**src/rtl/clic_irq_scheduler_if.sv**
```systemverilog
// Source-side and decode-side signals of the CLIC interrupt scheduler.
// The slave modport is the scheduler; the master modport drives the sources and consumes the request.
interface clic_irq_scheduler_if #(
   parameter int NumSrc     = 64,
   parameter int LevelWidth = 8
);
   logic [NumSrc-1:0]            src_i;
   logic [NumSrc-1:0]            src_edge_i;
   logic [NumSrc-1:0]            src_en_i;
   logic [NumSrc*LevelWidth-1:0] src_level_i;
   logic [NumSrc*2-1:0]          src_priv_i;
   logic                         irq_ack_i;
   logic [NumSrc-1:0]            clic_irq_o;
   logic [LevelWidth-1:0]        clic_irq_level_o;
   logic [1:0]                   clic_irq_priv_o;

   modport master (
      output src_i, src_edge_i, src_en_i, src_level_i, src_priv_i, irq_ack_i,
      input  clic_irq_o, clic_irq_level_o, clic_irq_priv_o
   );

   modport slave (
      input  src_i, src_edge_i, src_en_i, src_level_i, src_priv_i, irq_ack_i,
      output clic_irq_o, clic_irq_level_o, clic_irq_priv_o
   );
endinterface

```
**src/rtl/clic_irq_scheduler.sv**
```systemverilog
// Latches CLIC sources, picks the highest-level eligible one and holds it until the core acks.
// Only a strictly higher level preempts; a one-cycle gap follows every ack.
module clic_irq_scheduler #(
   parameter int NumSrc     = 64,
   parameter int LevelWidth = 8
) (
   input logic                  clk_i,
   input logic                  rst_ni,
   clic_irq_scheduler_if.slave  bus
);
   localparam int IdW = $clog2(NumSrc);

   typedef enum logic [1:0] {
      IDLE = 2'd0,
      REQ  = 2'd1,
      GAP  = 2'd2
   } state_e;

   state_e                r_state;
   logic [NumSrc-1:0]     r_src_q;
   logic [NumSrc-1:0]     r_pending_q;
   logic [IdW-1:0]        r_sel_id;
   logic [NumSrc-1:0]     r_irq;
   logic [LevelWidth-1:0] r_irq_level;
   logic [1:0]            r_irq_priv;

   logic [LevelWidth-1:0] w_lvl [NumSrc];
   logic [NumSrc-1:0]     w_elig;
   logic [IdW-1:0]        w_win_id;
   logic [LevelWidth-1:0] w_win_lvl;
   logic [1:0]            w_win_priv;
   logic [NumSrc-1:0]     w_win_onehot;
   logic                  w_any;
   logic                  w_sel_elig;
   logic                  w_ack_req;
   logic [NumSrc-1:0]     w_clr;
   logic [NumSrc-1:0]     w_pend_next;

   // Per-source level unpacking and eligibility
   always_comb begin
      for (int j = 0; j < NumSrc; j++) begin
         w_lvl[j]  = bus.src_level_i[j*LevelWidth +: LevelWidth];
         w_elig[j] = r_pending_q[j] & bus.src_en_i[j] & (w_lvl[j] != {LevelWidth{1'b0}});
      end
   end

   // Max-level search; strict compare keeps the lowest index on ties
   always_comb begin
      w_win_id  = {IdW{1'b0}};
      w_win_lvl = {LevelWidth{1'b0}};
      w_any     = 1'b0;
      for (int j = 0; j < NumSrc; j++) begin
         if (w_elig[j] && (w_lvl[j] > w_win_lvl)) begin
            w_win_id  = IdW'(j);
            w_win_lvl = w_lvl[j];
            w_any     = 1'b1;
         end else begin
            w_win_lvl = w_win_lvl;
         end
      end
   end

   // In REQ r_irq is exactly onehot(r_sel_id), so it doubles as the ack clear mask
   assign w_win_priv   = bus.src_priv_i[{w_win_id, 1'b0} +: 2];
   assign w_win_onehot = {{(NumSrc-1){1'b0}}, 1'b1} << w_win_id;
   assign w_sel_elig   = w_elig[r_sel_id];
   assign w_ack_req    = bus.irq_ack_i & (r_state == REQ);
   assign w_clr        = w_ack_req ? r_irq : {NumSrc{1'b0}};
   assign w_pend_next  = (bus.src_edge_i & ((bus.src_i & ~r_src_q) | (r_pending_q & ~w_clr)))
                       | (~bus.src_edge_i & bus.src_i);

   // Source history and pending latches
   always_ff @(posedge clk_i or negedge rst_ni) begin
      if (!rst_ni) begin
         r_src_q     <= {NumSrc{1'b0}};
         r_pending_q <= {NumSrc{1'b0}};
      end else begin
         r_src_q     <= bus.src_i;
         r_pending_q <= w_pend_next;
      end
   end

   // Selection FSM with registered request outputs
   always_ff @(posedge clk_i or negedge rst_ni) begin
      if (!rst_ni) begin
         r_state     <= IDLE;
         r_sel_id    <= {IdW{1'b0}};
         r_irq       <= {NumSrc{1'b0}};
         r_irq_level <= {LevelWidth{1'b0}};
         r_irq_priv  <= 2'd0;
      end else begin
         case (r_state)
            IDLE: begin
               if (w_any) begin
                  r_state     <= REQ;
                  r_sel_id    <= w_win_id;
                  r_irq       <= w_win_onehot;
                  r_irq_level <= w_win_lvl;
                  r_irq_priv  <= w_win_priv;
               end else begin
                  r_state <= IDLE;
               end
            end
            REQ: begin
               if (bus.irq_ack_i) begin
                  r_state     <= GAP;
                  r_irq       <= {NumSrc{1'b0}};
                  r_irq_level <= {LevelWidth{1'b0}};
                  r_irq_priv  <= 2'd0;
               end else if (!w_sel_elig) begin
                  r_state     <= IDLE;
                  r_irq       <= {NumSrc{1'b0}};
                  r_irq_level <= {LevelWidth{1'b0}};
                  r_irq_priv  <= 2'd0;
               end else if (w_win_lvl > r_irq_level) begin
                  r_state     <= REQ;
                  r_sel_id    <= w_win_id;
                  r_irq       <= w_win_onehot;
                  r_irq_level <= w_win_lvl;
                  r_irq_priv  <= w_win_priv;
               end else begin
                  r_state <= REQ;
               end
            end
            GAP: begin
               r_state     <= IDLE;
               r_irq       <= {NumSrc{1'b0}};
               r_irq_level <= {LevelWidth{1'b0}};
               r_irq_priv  <= 2'd0;
            end
            default: begin
               r_state     <= IDLE;
               r_irq       <= {NumSrc{1'b0}};
               r_irq_level <= {LevelWidth{1'b0}};
               r_irq_priv  <= 2'd0;
            end
         endcase
      end
   end

   assign bus.clic_irq_o       = r_irq;
   assign bus.clic_irq_level_o = r_irq_level;
   assign bus.clic_irq_priv_o  = r_irq_priv;

endmodule

```
**src/flat_wrapper.sv**
```systemverilog
// flat-port wrapper written by rule: the top's interface ports become plain ports
module clic_irq_scheduler_flat 
#(
   parameter int NumSrc     = 64,
   parameter int LevelWidth = 8
)
  (clk_i, rst_ni, bus_src_i, bus_src_edge_i, bus_src_en_i, bus_src_level_i, bus_src_priv_i, bus_irq_ack_i, bus_clic_irq_o, bus_clic_irq_level_o, bus_clic_irq_priv_o);
  clic_irq_scheduler_if #(.NumSrc(NumSrc), .LevelWidth(LevelWidth)) bus_i ();
  input logic clk_i;
  input logic rst_ni;
  input wire logic [$bits(bus_i.src_i)-1:0] bus_src_i;
  input wire logic [$bits(bus_i.src_edge_i)-1:0] bus_src_edge_i;
  input wire logic [$bits(bus_i.src_en_i)-1:0] bus_src_en_i;
  input wire logic [$bits(bus_i.src_level_i)-1:0] bus_src_level_i;
  input wire logic [$bits(bus_i.src_priv_i)-1:0] bus_src_priv_i;
  input wire logic [$bits(bus_i.irq_ack_i)-1:0] bus_irq_ack_i;
  output wire logic [$bits(bus_i.clic_irq_o)-1:0] bus_clic_irq_o;
  output wire logic [$bits(bus_i.clic_irq_level_o)-1:0] bus_clic_irq_level_o;
  output wire logic [$bits(bus_i.clic_irq_priv_o)-1:0] bus_clic_irq_priv_o;
  assign bus_i.src_i = bus_src_i;
  assign bus_i.src_edge_i = bus_src_edge_i;
  assign bus_i.src_en_i = bus_src_en_i;
  assign bus_i.src_level_i = bus_src_level_i;
  assign bus_i.src_priv_i = bus_src_priv_i;
  assign bus_i.irq_ack_i = bus_irq_ack_i;
  assign bus_clic_irq_o = bus_i.clic_irq_o;
  assign bus_clic_irq_level_o = bus_i.clic_irq_level_o;
  assign bus_clic_irq_priv_o = bus_i.clic_irq_priv_o;
  clic_irq_scheduler #(.NumSrc(NumSrc), .LevelWidth(LevelWidth)) u_core (.clk_i(clk_i), .rst_ni(rst_ni), .bus(bus_i));
endmodule
```
**config.mk**
```make
export PLATFORM = sky130hd
export DESIGN_NAME = clic_irq_scheduler_flat
export DESIGN_NICKNAME = d
export VERILOG_FILES = /design/src/rtl/clic_irq_scheduler_if.sv /design/src/rtl/clic_irq_scheduler.sv /design/src/flat_wrapper.sv
export SDC_FILE = /design/constraint.sdc
export NUM_CORES = 2
export LEC_CHECK = 0
export BUFFER_PORTS_ARGS = -buffer_cell sky130_fd_sc_hd__buf_2
export CAP_MARGIN = 0
export CORE_AREA = 2 2 350 352
export DETAILED_ROUTE_END_ITERATION = 10
export DIE_AREA = 0 0 352 354
export MAX_ROUTING_LAYER = met4
export PLACE_DENSITY = 0.46
export SYNTH_ARGS = -nofsm -noshare
export SYNTH_HDL_FRONTEND = slang
export SYNTH_SLANG_ARGS = --single-unit
```
**constraint.sdc**
```tcl
create_clock -name clk_i -period 140.2 [get_ports clk_i]
set_clock_uncertainty 0.05 [all_clocks]
set_input_delay 28.04 -clock clk_i [delete_from_list [all_inputs] [get_ports clk_i]]
set_output_delay 28.04 -clock clk_i [all_outputs]
set_load 0.02 [all_outputs]
```
# --- Word level (Yosys, flattened, before mapping) ---
# Cells that the tools add are included.
word_totals:
  elab_cells: 569
  output_inout_bits: 74
  inputBits: 835
  register_bits: 210
op_classes:
  shifts: 2
  bitwise: 138
  magnitude_cmp: 66
  muxes: 218
  n_eq_ne: 6
  n_reduce_logical: 132
op_table:
  columns: ["cell", "n"]
  rows:
  - ["two-way mux 8 bit", 68]
  - ["> comparator 8 bit", 64]
  - ["nonzero test 8 bit", 64]
  - ["two-way mux 64 bit", 5]
  - ["AND 64 bit", 4]
  - ["two-way mux 6 bit", 36]
  - ["NOT 64 bit", 3]
  - ["AND 1 bit", 129]
  - ["bitwise OR 64 bit", 2]
  - ["case mux 64 bit (2 select lines)", 1]
  - ["variable part select 128 x 8 -> 2 bit", 1]
  - ["two-way mux 5 bit", 16]
  - ["two-way mux 1 bit", 68]
  - ["logical AND 1 bit", 64]
  - ["<< shifter 1 x 6 -> 64 bit (first input constant)", 1]
  - ["two-way mux 4 bit", 8]
  - ["case mux 8 bit (2 select lines)", 1]
  - ["two-way mux 2 bit", 7]
  - ["two-way mux 3 bit", 4]
  - ["case mux 6 bit (2 select lines)", 1]
  - ["> comparator 8 x 1 -> 1 bit (second input constant)", 1]
  - ["case mux 2 bit (2 select lines)", 2]
  - ["< comparator 6 x 7 -> 1 bit (second input constant)", 1]
  - ["binary-select mux 1 bit (select 6 bit)", 1]
  - ["other kinds (8)", 10]

# --- Longest topological paths before layout ---
logic_depth:
  ltp_word: 198
  mapped_depth: 745
  mapped_depth_nobuf: 695

# --- Least setup slack after synthesis ---
# OpenSTA, ideal clock, no wires.
synth_timing:
  path_kind: "input-to-reg"
  startpoint: "input port bus_src_en_i[0]"
  endpoint: "register u_core.r_irq_priv[0], in the netlist u_core.bus.clic_irq_priv_o[0]"
  stages: 697
  setup_slack_ps: -14592
  t_required_ps: 140013
  arrival_time_ps: 154604
  setup_ps: 137
  n_path_buf: 55
  path_cell_list: "and2_1 -> clkbuf_1 -> nand2_1 -> ha_1 -> nor2b_1 -> o211ai_1 -> a21oi_1 -> o211ai_1 -> clkbuf_1 -> nand3_1 -> o21ai_0 -> inv_1 -> ha_1 -> and4_1 -> o311a_1 -> nor2_1 -> o31ai_1 -> and2_1 -> [... 661 more ...] -> a21oi_1 -> ha_1 -> nor2b_1 -> o21a_1 -> o21ai_0 -> nand2b_1 -> a21oi_1 -> o21ai_0 -> o21ai_0 -> o21ai_0 -> nand2b_1 -> nor2_1 -> nand2b_1 -> buf_1 -> nor3_1 -> o211a_1 -> a311oi_1 -> o41ai_2"
synth_via:
  elab_chain_cells: 198
  word_cells_on_any_way: 332
  classes_between: "order compare (64); eq/ne (2); shift (1); mux (198); bitwise (2); reduce/logical (65)"
synth_lines:
  columns: ["item", "line_no", "source"]
  rows:
  - ["start, declared", "flat_wrapper.sv:13", "input wire logic [$bits(bus_i.src_en_i)-1:0] bus_src_en_i;"]
  - ["AND 1 bit (*) (2 in a row)", "clic_irq_scheduler.sv:43", "w_elig[j] = r_pending_q[j] & bus.src_en_i[j] & (w_lvl[j] != {LevelWidth{1'b0}});"]
  - ["logical AND 1 bit", "clic_irq_scheduler.sv:53", "if (w_elig[j] && (w_lvl[j] > w_win_lvl)) begin"]
  - ["two-way mux 8 bit", "clic_irq_scheduler.sv:53", null]
  - ["> comparator 8 bit", "clic_irq_scheduler.sv:53", null]
  - ["logical AND 1 bit", "clic_irq_scheduler.sv:53", null]
  - ["two-way mux 8 bit", "clic_irq_scheduler.sv:53", null]
  - ["> comparator 8 bit", "clic_irq_scheduler.sv:53", null]
  - ["logical AND 1 bit", "clic_irq_scheduler.sv:53", null]
  - ["[... 181 more ...]", null, null]
  - ["> comparator 8 bit", "clic_irq_scheduler.sv:53", null]
  - ["logical AND 1 bit", "clic_irq_scheduler.sv:53", null]
  - ["two-way mux 6 bit", "clic_irq_scheduler.sv:53", null]
  - ["variable part select 128 x 8 -> 2 bit", "clic_irq_scheduler.sv:64", "assign w_win_priv = bus.src_priv_i[{w_win_id, 1'b0} +: 2];"]
  - ["two-way mux 2 bit", "clic_irq_scheduler.sv:115", "end else if (w_win_lvl > r_irq_level) begin"]
  - ["two-way mux 2 bit", "clic_irq_scheduler.sv:110", "end else if (!w_sel_elig) begin"]
  - ["two-way mux 2 bit", "clic_irq_scheduler.sv:105", "if (bus.irq_ack_i) begin"]
  - ["case mux 2 bit (2 select lines)", "clic_irq_scheduler.sv:92", "case (r_state)"]
  - ["end signal, assigned", "clic_irq_scheduler.sv:99", "r_irq_priv <= w_win_priv;"]
  - ["end signal, assigned", "clic_irq_scheduler.sv:120", "r_irq_priv <= w_win_priv;"]
  - ["end, declared", "clic_irq_scheduler.sv:25", "logic [1:0] r_irq_priv;"]
# Mark *: on every way between the ends. The rest lies on a longest branch, timed or not. The select of a mux whose other input is x is not followed.
# A chain may end at the register's enable or synchronous reset.

==> results by stage <==
Status:
- The run finished, with violations left.
- The checks that failed: negative setup slack.

Drt:
- For this run, design rule violations remaining after detail routing come to 0.
- The number of optimization iterations in the first detailed-route pass is 6.
- After detailed routing, the average wire length per cell comes to 22.78 microns.
- In the routed layout, each cell is associated on average with a via count of 5.289.
- The initial DRC count is 3,190.
- Summed over all layers, the routed wires come to 202,700 microns.
- The detail route stage leaves a number of antenna-violating nets equal to 0.
- The number of vias in the routed layout is 47,069.

Yosys:
- The post-synthesis average cell area is 7.630 sq um.
- The count of yosys warnings during synthesis is 0.
- The number of nets in the synthesized netlist is 5,796.
- The dominant cell by count in the synthesized netlist is sky130_fd_sc_hd__nand2_1.
- Ranked by instance count, the synthesized netlist is headed by sky130_fd_sc_hd__nand2_1 (479), sky130_fd_sc_hd__ha_1 (452), sky130_fd_sc_hd__inv_1 (433).
- The mapped netlist covers 34,400 sq um.
- Yosys attributes the largest share of cell area to sky130_fd_sc_hd__ha_1 (16%), sky130_fd_sc_hd__dfrtp_1 (15%), sky130_fd_sc_hd__nand2_1 (5.2%).
- The commonest register cell after synthesis is sky130_fd_sc_hd__dfrtp_1.
- After synthesis the netlist holds a flip-flop and latch count of 210.
- The share of flip-flops with an asynchronous set or reset after synthesis is 100.0%.
- The top cell type by total area after synthesis is sky130_fd_sc_hd__ha_1.
- The sequential fraction of the synthesis area is 15.27%.
- The number of enable flip-flop cells after synthesis is 0.
- The number of instances in the synthesized netlist is 4,509.
- The fraction of synthesized cell area taken by the top area cell type is 16.44%.
- In this run, distinct cell masters in the synthesized netlist total 121.

GRT:
- Entering global routing, the biggest net connects 107 pins.
- The via count of the first global-routing pass came to 48,271.
- The global-route wire length before repair is 297,700 microns.
- The number of antenna violations at the first check in global routing is 39.
- The combined global-route utilization of all metal layers is 31.91%.
- For this run the aggregate overflow at the end of global routing stands at 0.

Worst setup path:
- Data arrives at the worst endpoint at 142,210 ps.
- STA classifies the critical path endpoint as a flip-flop.
- The critical setup path kind is input pin to flip-flop.
- The critical path's largest stage delay is 560 ps.
- In this run the worst path has a maximum fanout of 11.
- The type of origin of the critical path is an input pin.
- STA puts the critical path data required time at 140,690 ps.
- The cell with the most instances on the worst path is sky130_fd_sc_hd__buf_4.
- The largest individual stage delay along the critical path comes from the cell sky130_fd_sc_hd__or4_4.

Clock network:
- The clock passes through at most 3 buffers.
- The number of clock buffers inserted by TritonCTS is 31.
- The clock latency on the worst-skew pair is 680 ps.
- CTS placed an instance of sky130_fd_sc_hd__clkbuf_16 at the clock tree root.
- The number of H-tree levels is 1.
- The tree built by TritonCTS fans out to 210 sinks.
- The CTS tree is yes.
- The clock-pin slew reported for the worst setup and hold paths after clock tree synthesis is 60 ps.

Placement:
- Routability-driven placement finished with a final weighted congestion of 0.9895.
- The setup slack after placement is -5983 ps.
- The HPWL after detailed placement is 166,400 microns.
- Port buffering added 908 buffers.

Floorplan:
- The number of standard-cell rows in the floorplan is 128.
- The number of top-level pins is 909.
- The core region is 120,900 sq um.
- Measured along the y axis, the die boundary spans 354 microns.
- The starting utilization of the core area is 28.45%.
- The floorplan die area is 124,600 sq um.
- The floorplan step set the die width to 352 microns.

Layout:
- The layout net count is 8,508.
- The area growth from synthesis to layout is 74.98%.
- The share of final-layout standard cells stronger than drive strength 1 is 50.23%.

Timing:
- The minimum clock period is 141,720 ps.
- The worst slew margin relative to its limit is 34.69%.
- After layout, the worst setup slack is -1522 ps.
- Setup repair after global routing could not meet its margin everywhere.
- The pin slew with the least headroom to its limit is 979.6 ps.
- Hold timing on the final database bottoms out at a slack of 462.2 ps.
- Derived from the worst setup path, the maximum achievable clock frequency is 7.056 MHz.
- The hold violation total from the final report came to 0.
- The max-slew violation total from the final report is 0.
- The worst path uses 101.1% of the clock period.
- The number of setup violations in the final report is 81.

Hold path:
- The worst hold path belongs to the class flip-flop to flip-flop.

Job:
- The tool flagged a number of max-cap violations equal to 0.
## logic make-up after synthesis
kind of cell | synth area share (%)
muxes | 8.110
buffers and inverters | 6.350
AOI/OAI and AO/OA | 30.66
and+or+nand+nor | 22.24
DFF | 15.27
adders and majority gates | 16.79
xor gates and xnor gates | 0.5855
## repair_timing
item	CTS	global route
gates resized for setup	341	138
hold buffers	0	0
setup endpoints to repair	81	81
pin swaps	310	166
cloned	9	2
buffers inserted	513	52
## flip-flops by register name (all words and copies together) (netlist names)
register / cells
u_core.bus.clic_irq_o: 64
u_core.r_pending_q: 64
u_core.r_src_q: 64
u_core.bus.clic_irq_level_o: 8
u_core.r_sel_id: 6
u_core.bus.clic_irq_priv_o: 2
u_core.r_state: 2
## routing by layer
layer / track usage [%] / share of wire [%] / up-vias
met5: - / 0 / -
met4: 14.73 / 5.2 / 0
met3: 4.314 / 5.7 / 416
met2: 52.78 / 47 / 1560
met1: 38.41 / 42 / 22573
li1: - / - / 22520
## critical path: cells and delay by family
kind / cells / cell delay [ps]
buffers and inverters: 297 / 35880
adder cells (fa/ha/maj): 72 / 18800
AO/OA/AOI/OAI: 317 / 52820
multiplexers: 39 / 10220
AND/OR/NAND/NOR: 201 / 28810
## final timing paths
kind,slack [ps],cells past startpoint,to,start
hold / removal,460,1,u_core.r_state[0],u_core.r_state[1]
setup reg to reg,25450,723,u_core.bus.clic_irq_priv_o[0],u_core.r_pending_q[0]
hold reg to reg,460,1,u_core.r_state[0],u_core.r_state[1]
setup / recovery,-1520,926,u_core.bus.clic_irq_priv_o[0],bus_src_en_i[0]
min in group asynchronous,27410,1,u_core.r_src_q[55],rst_ni
max in group asynchronous,111120,2,u_core.r_pending_q[21],rst_ni
## metrics by stage
step / util [%] / cells / instance area, sq um / setup TNS [ps]
final: 49.79 / 8899 / 60200 / -108380
after global routing: 49.77 / 8891 / 60180 / -602030
after CTS: 48.80 / 8816 / 59000 / 0
after detailed placement: 43.23 / 8239 / 52280 / -455770
after global placement: 43.23 / 8239 / 52280 / -325440
after floorplan: - / 4509 / 36540 / -6.068
## layout by cell type, fill, tap and decap left out, drive strengths merged, types with 71 or more instances in the layout
cell type	netlist	final
buf	47	2798
nand2	481	481
ha	452	452
inv	433	436
a21oi	334	334
nor2	308	308
dfrtp	210	210
o21ai	185	186
a21o	147	147
nor4	133	133
o21a	115	116
mux2i	116	116
nand3	106	106
mux2	106	106
o211ai	86	86
nor3	75	75
nand4	74	74
nor2b	71	71
## final cells by class
class,count,area [sq um]
Tap cell,1625,2033
Sequential cell,210,5258
Fill cell,11845,60720
Timing Repair Buffer,2800,19200
Timing Repair inverter,1,7.507
Inverter,433,1625
Clock inverter,13,171.4
Antenna cell,30,75.07
Clock buffer,43,910.9
Multi-Input combinational cell,3744,30910
Power is not shown: default switching activity piles up to over one toggle a cycle in this logic, so the estimate is an artifact.
